### src/rtl/rbuffer_ctrl_pkg.sv
`default_nettype none
// ============================================================================
// Module   : uart_pkg
// Purpose  : Shared types and constants for the UART receive-buffer frame
//            controller (state encoding, default geometry, pad byte, and a
//            saturating increment helper).
// Revision : 1.0 - initial release
// ============================================================================
package uart_pkg;

  typedef enum logic [1:0] {
    RECV   = 2'd0,
    PAD    = 2'd1,
    COMMIT = 2'd2,
    DRAIN  = 2'd3
  } state_t;

  localparam int         FRAME_LEN_DEF = 5;
  localparam int         TIMEOUT_DEF   = 100000;
  localparam logic [7:0] PAD_BYTE      = 8'h00;

  // 8-bit increment that sticks at 255 instead of wrapping.
  function automatic logic [7:0] sat_inc8(input logic [7:0] v);
    return (v == 8'hFF) ? v : v + 8'd1;
  endfunction

endpackage
`default_nettype wire

### src/rtl/rbuffer_ctrl_if.sv
`default_nettype none
// ============================================================================
// Module   : rbuffer_ctrl_if
// Purpose  : Bundles the receiver input, buffer port and consumer stream of
//            the frame controller.
//   master : controller side (drives buffer write/address and output stream)
//   slave  : environment side (UART receiver, buffer memory, consumer)
// Revision : 1.0 - initial release
// ============================================================================
interface rbuffer_ctrl_if #(
  parameter int ADDR_W = 3
);
  logic              rx_done;
  logic [7:0]        rx_data;
  logic              buf_wr;
  logic [7:0]        buf_wdata;
  logic [ADDR_W-1:0] buf_addr;
  logic [7:0]        buf_rdata;
  logic [7:0]        out_data;
  logic              out_valid;
  logic              out_ready;
  logic              out_last;
  logic              frame_err;
  logic              overrun;
  logic [7:0]        ovr_cnt;

  modport master (
    input  rx_done, rx_data, buf_rdata, out_ready,
    output buf_wr, buf_wdata, buf_addr, out_data, out_valid, out_last,
           frame_err, overrun, ovr_cnt
  );

  modport slave (
    output rx_done, rx_data, buf_rdata, out_ready,
    input  buf_wr, buf_wdata, buf_addr, out_data, out_valid, out_last,
           frame_err, overrun, ovr_cnt
  );
endinterface
`default_nettype wire

### src/rtl/rbuffer_ctrl_timeout.sv
`default_nettype none
// ============================================================================
// Module   : rbuffer_timeout
// Purpose  : Clearable idle counter. Counts enabled cycles and raises expire
//            combinationally during the cycle in which the count already
//            holds TIMEOUT-1 and counting is still enabled.
// Ports    : clk, reset (sync, active-high), clr (zero the count),
//            en (count this cycle), expire (timeout reached this cycle)
// Revision : 1.0 - initial release
// ============================================================================
module rbuffer_timeout #(
  parameter int TIMEOUT = 100000,
  parameter int TO_W    = 17
) (
  input  wire logic clk,
  input  wire logic reset,
  input  wire logic clr,
  input  wire logic en,
  output logic      expire
);
  localparam logic [TO_W-1:0] C_LAST = TO_W'(TIMEOUT - 1);

  logic [TO_W-1:0] r_cnt;

  always_ff @(posedge clk) begin
    if (reset || clr) begin
      r_cnt <= '0;
    end else if (en) begin
      r_cnt <= r_cnt + 1'b1;
    end
  end

  assign expire = en && (r_cnt == C_LAST);
endmodule
`default_nettype wire

### src/rtl/rbuffer_ctrl.sv
`default_nettype none
// ============================================================================
// Module   : rbuffer_ctrl
// Purpose  : Collects FRAME_LEN received bytes into the buffer, then drains
//            them in order over valid/ready. A stalled partial frame is
//            padded to full length and reported with frame_err. Bytes that
//            arrive while padding, committing or draining are dropped and
//            counted.
// Ports    : clk, reset (sync, active-high), bus (rbuffer_ctrl_if.master)
// Revision : 1.0 - initial release
// ============================================================================
module rbuffer_ctrl
  import uart_pkg::*;
#(
  parameter int FRAME_LEN = FRAME_LEN_DEF,
  parameter int ADDR_W    = 3,
  parameter int TIMEOUT   = TIMEOUT_DEF,
  parameter int TO_W      = 17
) (
  input  wire logic      clk,
  input  wire logic      reset,
  rbuffer_ctrl_if.master bus
);
  localparam logic [ADDR_W-1:0] C_LAST_IDX = ADDR_W'(FRAME_LEN - 1);
  localparam logic [ADDR_W-1:0] C_PREV_IDX = ADDR_W'(FRAME_LEN - 2);

  state_t            r_state;
  logic [ADDR_W-1:0] r_wr_cnt;
  logic [ADDR_W-1:0] r_rd_idx;
  logic              r_buf_wr;
  logic [7:0]        r_buf_wdata;
  logic              r_out_valid;
  logic              r_out_last;
  logic              r_frame_err;
  logic              r_overrun;
  logic [7:0]        r_ovr_cnt;

  logic w_to_en;
  logic w_expire;
  logic w_last_slot;
  logic w_drop;

  // Idle time is only measured inside a partial frame; any received byte
  // restarts it, so a byte coinciding with expiry cancels the timeout.
  assign w_to_en     = (r_state == RECV) && (r_wr_cnt != '0) && !bus.rx_done;
  assign w_last_slot = (r_wr_cnt == C_LAST_IDX);
  assign w_drop      = bus.rx_done && (r_state != RECV);

  rbuffer_timeout #(
    .TIMEOUT (TIMEOUT),
    .TO_W    (TO_W)
  ) u_timeout (
    .clk    (clk),
    .reset  (reset),
    .clr    (!w_to_en),
    .en     (w_to_en),
    .expire (w_expire)
  );

  always_ff @(posedge clk) begin
    if (reset) begin
      r_state     <= RECV;
      r_wr_cnt    <= '0;
      r_rd_idx    <= '0;
      r_buf_wr    <= 1'b0;
      r_buf_wdata <= 8'h00;
      r_out_valid <= 1'b0;
      r_out_last  <= 1'b0;
      r_frame_err <= 1'b0;
      r_overrun   <= 1'b0;
      r_ovr_cnt   <= 8'h00;
    end else begin
      r_buf_wr    <= 1'b0;
      r_frame_err <= 1'b0;
      r_overrun   <= 1'b0;

      if (w_drop) begin
        r_overrun <= 1'b1;
        r_ovr_cnt <= sat_inc8(r_ovr_cnt);
      end

      case (r_state)
        RECV: begin
          if (bus.rx_done) begin
            r_buf_wr    <= 1'b1;
            r_buf_wdata <= bus.rx_data;
            r_wr_cnt    <= r_wr_cnt + 1'b1;
            if (w_last_slot) r_state <= COMMIT;
          end else if (w_expire) begin
            r_state <= PAD;
          end
        end

        // Fill the remaining slots so the buffer's write pointer lands back
        // on a frame boundary.
        PAD: begin
          r_buf_wr    <= 1'b1;
          r_buf_wdata <= PAD_BYTE;
          if (w_last_slot) begin
            r_frame_err <= 1'b1;
            r_wr_cnt    <= '0;
            r_state     <= RECV;
          end else begin
            r_wr_cnt <= r_wr_cnt + 1'b1;
          end
        end

        // Gap cycle: the final byte's write lands before the first read.
        COMMIT: begin
          r_rd_idx    <= '0;
          r_out_valid <= 1'b1;
          r_out_last  <= (FRAME_LEN == 1);
          r_state     <= DRAIN;
        end

        DRAIN: begin
          if (bus.out_ready) begin
            if (r_out_last) begin
              r_out_valid <= 1'b0;
              r_out_last  <= 1'b0;
              r_rd_idx    <= '0;
              r_wr_cnt    <= '0;
              r_state     <= RECV;
            end else begin
              r_rd_idx   <= r_rd_idx + 1'b1;
              r_out_last <= (r_rd_idx == C_PREV_IDX);
            end
          end
        end

        default: r_state <= RECV;
      endcase
    end
  end

  assign bus.buf_wr    = r_buf_wr;
  assign bus.buf_wdata = r_buf_wdata;
  assign bus.buf_addr  = r_rd_idx;
  assign bus.out_data  = bus.buf_rdata;
  assign bus.out_valid = r_out_valid;
  assign bus.out_last  = r_out_last;
  assign bus.frame_err = r_frame_err;
  assign bus.overrun   = r_overrun;
  assign bus.ovr_cnt   = r_ovr_cnt;
endmodule
`default_nettype wire

### src/flat_wrapper.sv
// flat-port wrapper written by rule: the top's interface ports become plain ports
module rbuffer_ctrl_flat import uart_pkg::*;
#(
  parameter int FRAME_LEN = FRAME_LEN_DEF,
  parameter int ADDR_W    = 3,
  parameter int TIMEOUT   = TIMEOUT_DEF,
  parameter int TO_W      = 17
)
  (clk, reset, bus_rx_done, bus_rx_data, bus_buf_rdata, bus_out_ready, bus_buf_wr, bus_buf_wdata, bus_buf_addr, bus_out_data, bus_out_valid, bus_out_last, bus_frame_err, bus_overrun, bus_ovr_cnt);
  rbuffer_ctrl_if #(.ADDR_W(ADDR_W)) bus_i ();
  input  wire logic clk;
  input  wire logic reset;
  input wire logic [$bits(bus_i.rx_done)-1:0] bus_rx_done;
  input wire logic [$bits(bus_i.rx_data)-1:0] bus_rx_data;
  input wire logic [$bits(bus_i.buf_rdata)-1:0] bus_buf_rdata;
  input wire logic [$bits(bus_i.out_ready)-1:0] bus_out_ready;
  output wire logic [$bits(bus_i.buf_wr)-1:0] bus_buf_wr;
  output wire logic [$bits(bus_i.buf_wdata)-1:0] bus_buf_wdata;
  output wire logic [$bits(bus_i.buf_addr)-1:0] bus_buf_addr;
  output wire logic [$bits(bus_i.out_data)-1:0] bus_out_data;
  output wire logic [$bits(bus_i.out_valid)-1:0] bus_out_valid;
  output wire logic [$bits(bus_i.out_last)-1:0] bus_out_last;
  output wire logic [$bits(bus_i.frame_err)-1:0] bus_frame_err;
  output wire logic [$bits(bus_i.overrun)-1:0] bus_overrun;
  output wire logic [$bits(bus_i.ovr_cnt)-1:0] bus_ovr_cnt;
  assign bus_i.rx_done = bus_rx_done;
  assign bus_i.rx_data = bus_rx_data;
  assign bus_i.buf_rdata = bus_buf_rdata;
  assign bus_i.out_ready = bus_out_ready;
  assign bus_buf_wr = bus_i.buf_wr;
  assign bus_buf_wdata = bus_i.buf_wdata;
  assign bus_buf_addr = bus_i.buf_addr;
  assign bus_out_data = bus_i.out_data;
  assign bus_out_valid = bus_i.out_valid;
  assign bus_out_last = bus_i.out_last;
  assign bus_frame_err = bus_i.frame_err;
  assign bus_overrun = bus_i.overrun;
  assign bus_ovr_cnt = bus_i.ovr_cnt;
  rbuffer_ctrl #(.FRAME_LEN(FRAME_LEN), .ADDR_W(ADDR_W), .TIMEOUT(TIMEOUT), .TO_W(TO_W)) u_core (.clk(clk), .reset(reset), .bus(bus_i));
endmodule
### config.mk
export PLATFORM = sky130hd
export DESIGN_NAME = rbuffer_ctrl_flat
export DESIGN_NICKNAME = d
export VERILOG_FILES = /design/src/rtl/rbuffer_ctrl_pkg.sv /design/src/rtl/rbuffer_ctrl_if.sv /design/src/rtl/rbuffer_ctrl_timeout.sv /design/src/rtl/rbuffer_ctrl.sv /design/src/flat_wrapper.sv
export SDC_FILE = /design/constraint.sdc
export NUM_CORES = 1
export LEC_CHECK = 0
export ABC_AREA = 1
export ABC_CLOCK_PERIOD_IN_PS = 3050
export CAP_MARGIN = 0
export CORE_MARGIN = 5
export CORE_UTILIZATION = 35
export DETAILED_ROUTE_END_ITERATION = 8
export GPL_TIMING_DRIVEN = 0
export PLACE_DENSITY = 0.7
export SYNTH_ARGS = -nofsm -noshare
export SYNTH_HDL_FRONTEND = slang
export SYNTH_SLANG_ARGS = --single-unit
### constraint.sdc
create_clock -name clk -period 3.05 [get_ports clk]
set_input_delay 0.61 -clock clk [delete_from_list [all_inputs] [get_ports clk]]
set_output_delay 0.61 -clock clk [all_outputs]
set_load 0.005 [all_outputs]
# [Word level (Yosys, flattened, before mapping)]
# Cells that the tools add are included.
[totals] input_bits=20 reg_bits=46 out_inout_bits=32
[op_classes] n_eq_ne=13 n_addsub=4 reduce_logical=20 n_mux=27 bitwise=2
[op_table] operator="$mux 3" n=6
[op_table] operator="$add 17x1->17 const B" n=1
[op_table] operator="$eq 17x17->1 const B" n=1
[op_table] operator="$pmux 8 s2" n=1
[op_table] operator="$mux 2" n=6
[op_table] operator="$pmux 3 s3" n=1
[op_table] operator="$add 8x1->8 const B" n=1
[op_table] operator="$eq 8x8->1 const B" n=1
[op_table] operator="$mux 8" n=1
[op_table] operator="$pmux 2 s4" n=1
[op_table] operator="$mux 1" n=7
[op_table] operator="$add 3x1->3 const B" n=2
[op_table] operator="$pmux 1 s2" n=3
[op_table] operator="$pmux 3 s2" n=1
[op_table] operator="$reduce_and 2->1" n=3
[op_table] operator="$reduce_bool 2->1" n=3
[op_table] operator="$reduce_bool 3->1" n=2
[op_table] operator="$reduce_and 5->1" n=1
[op_table] operator="$eq 2x2->1 const B" n=2
[op_table] operator="$logic_and 1x1->1" n=4
[op_table] operator="$ne 2x1->1 const B" n=2
[op_table] operator="$ne 2x2->1 const B" n=2
[op_table] operator="$reduce_and 4->1" n=1
[op_table] operator="$eq 3x2->1 const B" n=1
[op_table] operator="10 further kinds" n=12

# [Logic depth before layout (Yosys ltp)]
# Gate-level depths: netlist of run 1.
[depth] depth_word=7 depth_mapped=10 ltp_nobuf=10

# [By module]
# A second synthesis of run 1 with hierarchy kept.
[unflattened] hier_cells=335 hier_area_um2=2364.8
[modules_own_cells] module="rbuffer_ctrl" seq_area_each_um2=580.6 cells_per_inst=201 n_inst=1 area_per_inst_um2=1461.4
[modules_own_cells] module="rbuffer_timeout" seq_area_each_um2=340.3 cells_per_inst=134 n_inst=1 area_per_inst_um2=903.4

# [Worst setup path before layout of run 1]
# Ideal clock, no wire load.
[synth_path] kind="reg-to-reg" startpoint="reg u_core.r_wr_cnt[0]" endpoint="reg u_core.u_timeout.r_cnt[14]" n_path_buf=0 stages_incl_launch_ff=11 path_slack_ns=1.661 setup_ns=0.113 arrival_ns=1.275 required_ns=2.937 cell_sequence="dfxtp_1 inv_1 ha_1 nand2_1 nand2_2 nor2_4 nand2_2 nor2_4 nand2_1 o21ai_1 nor2_1"
[synth_via] elab_chain_len=5
[synth_rtl] element="start: declaration" line_no="rbuffer_ctrl.sv:28" source="logic [ADDR_W-1:0] r_wr_cnt;"
[synth_rtl] element="start signal: assignment" line_no="rbuffer_ctrl.sv:87" source="r_wr_cnt <= r_wr_cnt + 1'b1;"
[synth_rtl] element="start signal: assignment" line_no="rbuffer_ctrl.sv:104" source="r_wr_cnt <= r_wr_cnt + 1'b1;"
[synth_rtl] element="$reduce_bool 3->1 (*)" line_no="rbuffer_ctrl.sv:45" source="assign w_to_en = (r_state == RECV) && (r_wr_cnt != '0) && !bus.rx_done;"
[synth_rtl] element="$logic_and 1x1->1 (*) (2 in series)" line_no="rbuffer_ctrl.sv:45"
[synth_rtl] element="$logic_not 1->1" line_no="rbuffer_ctrl.sv:55" source=".clr (!w_to_en),"
[synth_rtl] element="$logic_or 1x1->1" line_no="rbuffer_ctrl_timeout.sv:26" source="if (reset || clr) begin"
[synth_rtl] element="end signal: assignment" line_no="rbuffer_ctrl_timeout.sv:29" source="r_cnt <= r_cnt + 1'b1;"
[synth_rtl] element="end: declaration" line_no="rbuffer_ctrl_timeout.sv:23" source="logic [TO_W-1:0] r_cnt;"
# Every way passes the cells marked *; elsewhere a longest branch is shown, timed or not.
# A chain may end at the register's enable or synchronous reset.

# [Worst setup path after layout of run 1]
[layout_path] startpoint="reg u_core.r_ovr_cnt[2] (netlist: u_core.bus.ovr_cnt[2])" endpoint="out bus_ovr_cnt[2]"
[layout_rtl] element="start: declaration" line_no="rbuffer_ctrl.sv:36" source="logic [7:0] r_ovr_cnt;"
[layout_rtl] element="start signal: assignment" line_no="rbuffer_ctrl.sv:79" source="r_ovr_cnt <= sat_inc8(r_ovr_cnt);"
[layout_rtl] element="end: declaration" line_no="flat_wrapper.sv:25" source="output wire logic [$bits(bus_i.ovr_cnt)-1:0] bus_ovr_cnt;"
# No word-level cell between the ends.

==> out/results.tsv, run 1 <==
stage	metric	value	unit
power_and_ir_drop	report.power.total	1.74	mW
synthesis	synth_mux_area_share	0	%
synthesis	yosysWarnings	0	
timing	timing.hold.ws	0.459	ns
cts	htree_num_levels	2	
grt	grt_pass1_vias	2028	
cts	cts_made_buffers	5	
drt	ant_nets	0	
drt	drc	0	
run	cap_violations	0	
synthesis	synthCells	316	
timing	setup_slack	1.17	ns
cts	postCtsSetupBuffers	0	
synthesis	synth_flop_cell	dfxtp_1	
final_layout	final_area	2980	um2
worst_setup_path	crit_path_max_incr_delay	0.53	ns
final_layout	fin_nets	392	
timing	max_freq	532	MHz
grt	gr-total-overflow	0	
synthesis	synth-simple-area-share	33.5	%
worst_setup_path	critPathLaunchType	register	
timing	finalSetupViolations	0	
synthesis	synth_compound_area_share	11.5	%
timing	rsz0062_at_grt	no	
timing	report.final.slew_viol_count	0	
worst_setup_path	path_cells	clkdlybuf4s50_1	
cts	clkTransAtPathRegs	0.10	ns
timing	slew_headroom	62.9	%
cts	cts_tree	built	
status	status	finished, final reports clean	
hold_path	hp-class	reg -> reg	
synthesis	synth_top_area_share	39.0	%
timing	tightestPinTransition	0.556	ns
synthesis	synth.area.top_cells	dfxtp_1 39%, nand2_1 13%, inv_1 5.3%, a21oi_1 5.1%, nor2_1 4.3%	
drt	wl_per_cell	11.1	um
worst_setup_path	worstPathArrival	1.27	ns
worst_setup_path	cp-end-kind	primary output	
cts	cts_buffer_depth	2	
final_layout	drive_above_1_share	16.1	%
synthesis	synth.avg_cell_area	7.46	um2
floorplanning	die_area	8480	um2
synthesis	synth-edff-count	0	
power_and_ir_drop	ir_drop	0.303	mV
worst_setup_path	crit_buf_inv	1	
drt	drtIter0Drc	67	
final_layout	antenna_cells	0	
synthesis	synth_commonest_cells	81 x nand2_1, 46 x dfxtp_1, 33 x inv_1, 27 x nor2_1, 24 x a21oi_1	
power_and_ir_drop	powerDensity	582	nW/um2
timing	finalHoldViolCount	0	
worst_setup_path	critPathRequiredTime	2.44	ns
cts	cts-resized-gates	0	
floorplanning	num_io_pins	52	
timing	finalCritPeriodShare	61.7	%
worst_setup_path	crit_fanout	5	
timing	fin_crit	1.88	ns
synthesis	syn_area	2360	um2
worst_setup_path	crit_slowest_cell	clkdlybuf4s50_1	
synthesis	synth_top_area_cell	dfxtp_1	
synthesis	syn_nets	342	
synthesis	ys_ff_latch	46	
synthesis	synth_adder_area_share	3.18	%
drt	vias	2081	
place	placed_cell_area	2890	um2
grt	grt_max_degree	17	
final_layout	syn_to_final_growth	26.5	%
floorplanning	die_width	92.1	um
cts	cts_hold_buffers	0	
synthesis	synth_top_family_by_area	simple AND/OR/NAND/NOR gates	
grt	antenna_found_initial	0	
place	place_ws	0.861	ns
synthesis	synthArstFlopShare	0	%
cts	clockRootBuffer	clkbuf_8	
floorplanning	rows	30	
grt	grt_pass1_wl	8.53	mm
floorplanning	initial_core_util	35.3	%
floorplanning	coreArea	6680	um2
drt	dr.pass1.iters	4	
drt	wl	4.96	mm
synthesis	ys_types	35	
drt	viasPerCell	4.66	
place	place.gp.congestion	0.821	
cts	clock_sinks	46	
synthesis	synthXorXnorAreaFrac	2.97	%
timing	fin_tns_setup	0	ns
cts	insertion_delay	0.31	ns
grt	grtUsageTotal	12.1	%
worst_setup_path	cp_top_family	buffers and inverters	
power_and_ir_drop	power_leakage	1.12	nW
synthesis	synth_most_common_cell	nand2_1	
place	hpwlAfterDp	3.81	mm
worst_setup_path	path_class	reg -> out	
place	port_buffers	43	
synthesis	seq_area_frac_synth	39.0	%
floorplanning	fp.dieH	92.1	um
timing	skew	0.00864	ns
path summary, 6_finish.rpt:
kind | startpoint | to | slack [ns] | cells after the start
worst max register to register | u_core.r_wr_cnt[0] | u_core.u_timeout.r_cnt[14] | 1.49 | 10
worst max-delay path | u_core.bus.ovr_cnt[2] | bus_ovr_cnt[2] | 1.17 | 1
worst min register to register | u_core.u_timeout.r_cnt[0] | u_core.u_timeout.r_cnt[0] | 0.46 | 1
worst min-delay path | u_core.u_timeout.r_cnt[0] | u_core.u_timeout.r_cnt[0] | 0.46 | 1
cell families after synthesis:
kind of cell / Yosys count
AND/OR/NAND/NOR: 162
buffers and inverters: 49
flip-flops: 46
AO/OA/AOI/OAI: 45
XOR/XNOR: 8
adder cells (fa/ha/maj): 6
registers in the layout, indices dropped and copies added, names as in the netlist:
register,flops
u_core.bus.buf_addr,3
u_core.bus.out_last,1
u_core.u_timeout.r_cnt,17
u_core.bus.out_valid,1
u_core.bus.frame_err,1
u_core.bus.overrun,1
u_core.bus.buf_wr,1
u_core.r_wr_cnt,3
u_core.bus.ovr_cnt,8
u_core.r_state,2
u_core.bus.buf_wdata,8
power breakdown:
group | internal, mW | total [mW] | leakage (nW) | switching [mW]
logic | 0.266 | 0.626 | 0.702 | 0.360
registers | 0.674 | 0.716 | 0.374 | 0.0412
clock network | 0.166 | 0.396 | 0.0447 | 0.230
cell usage in the layout (no fill, tap or decap), types with 3 or more instances in the layout:
cell	instances
dfxtp_1	46
inv_1	33
nor2_1	27
buf_4	8
nor2_2	9
nor3_1	4
nand2_1	81
o21ai_0	6
nand3_1	14
ha_1	6
a21oi_2	5
xor2_1	5
o21ai_1	5
clkbuf_8	5
nor2_4	6
clkdlybuf4s50_1	43
a21oi_1	24
nand2_2	9
xnor2_1	3
per-stage QoR:
step / instances / util, %
5_1_grt: 447 / 44.6
6_report: 447 / 44.6
4_1_cts: 447 / 44.6
2_1_floorplan: 316 / -
3_5_place_dp: 439 / 43.2
3_3_place_gp: 439 / 43.2
layout make-up:
type	count	area, um2
fill	683	3700
multi-input combinational	221	1210
sequential	46	921
timing repair buffer	43	430
inverter	36	135
tap	80	100
buffer	13	95.1
clock buffer	5	68.8
clock inverter	3	25.0
metal layers:
| metal | vias to the layer above | global-route usage (%) | routed length, um | share of wire [%] |
|---|---|---|---|---|
| li1 | 1096 | - | - | - |
| met1 | 936 | 14.0 | 2280 | 46 |
| met2 | 42 | 20.9 | 2310 | 47 |
| met3 | 7 | 3.53 | 296 | 6.0 |
| met4 | 0 | 5.07 | 78 | 1.6 |
| met5 | - | 0 | 0 | 0 |
No activity file was read; power rests on OpenSTA's default activity.
==> inputs of run 2 (changes only) <==
--- a/config.mk
+++ b/config.mk
@@ -6,7 +6,7 @@
 export NUM_CORES = 1
 export LEC_CHECK = 0
 export ABC_AREA = 1
-export ABC_CLOCK_PERIOD_IN_PS = 3050
+export ABC_CLOCK_PERIOD_IN_PS = 1900
 export CAP_MARGIN = 0
 export CORE_MARGIN = 5
 export CORE_UTILIZATION = 35
==> constraint.sdc (replaced) <==
create_clock -name clk -period 1.9 [get_ports clk]
set_input_delay 0.38 -clock clk [delete_from_list [all_inputs] [get_ports clk]]
set_output_delay 0.38 -clock clk [all_outputs]
set_load 0.005 [all_outputs]
==> results of run 2 <==
The final DEF is identical to that of run 1. Status: finished, final reports clean.
Main changes from that run: setup slack after placement 0.861 ns -> -0.0588 ns; setup slack after layout 1.17 ns -> 0.249 ns; register-to-register setup slack 1.49 ns -> 0.34 ns; total power 1.74 mW -> 2.79 mW; worst IR drop on VDD 0.303 mV -> 0.487 mV
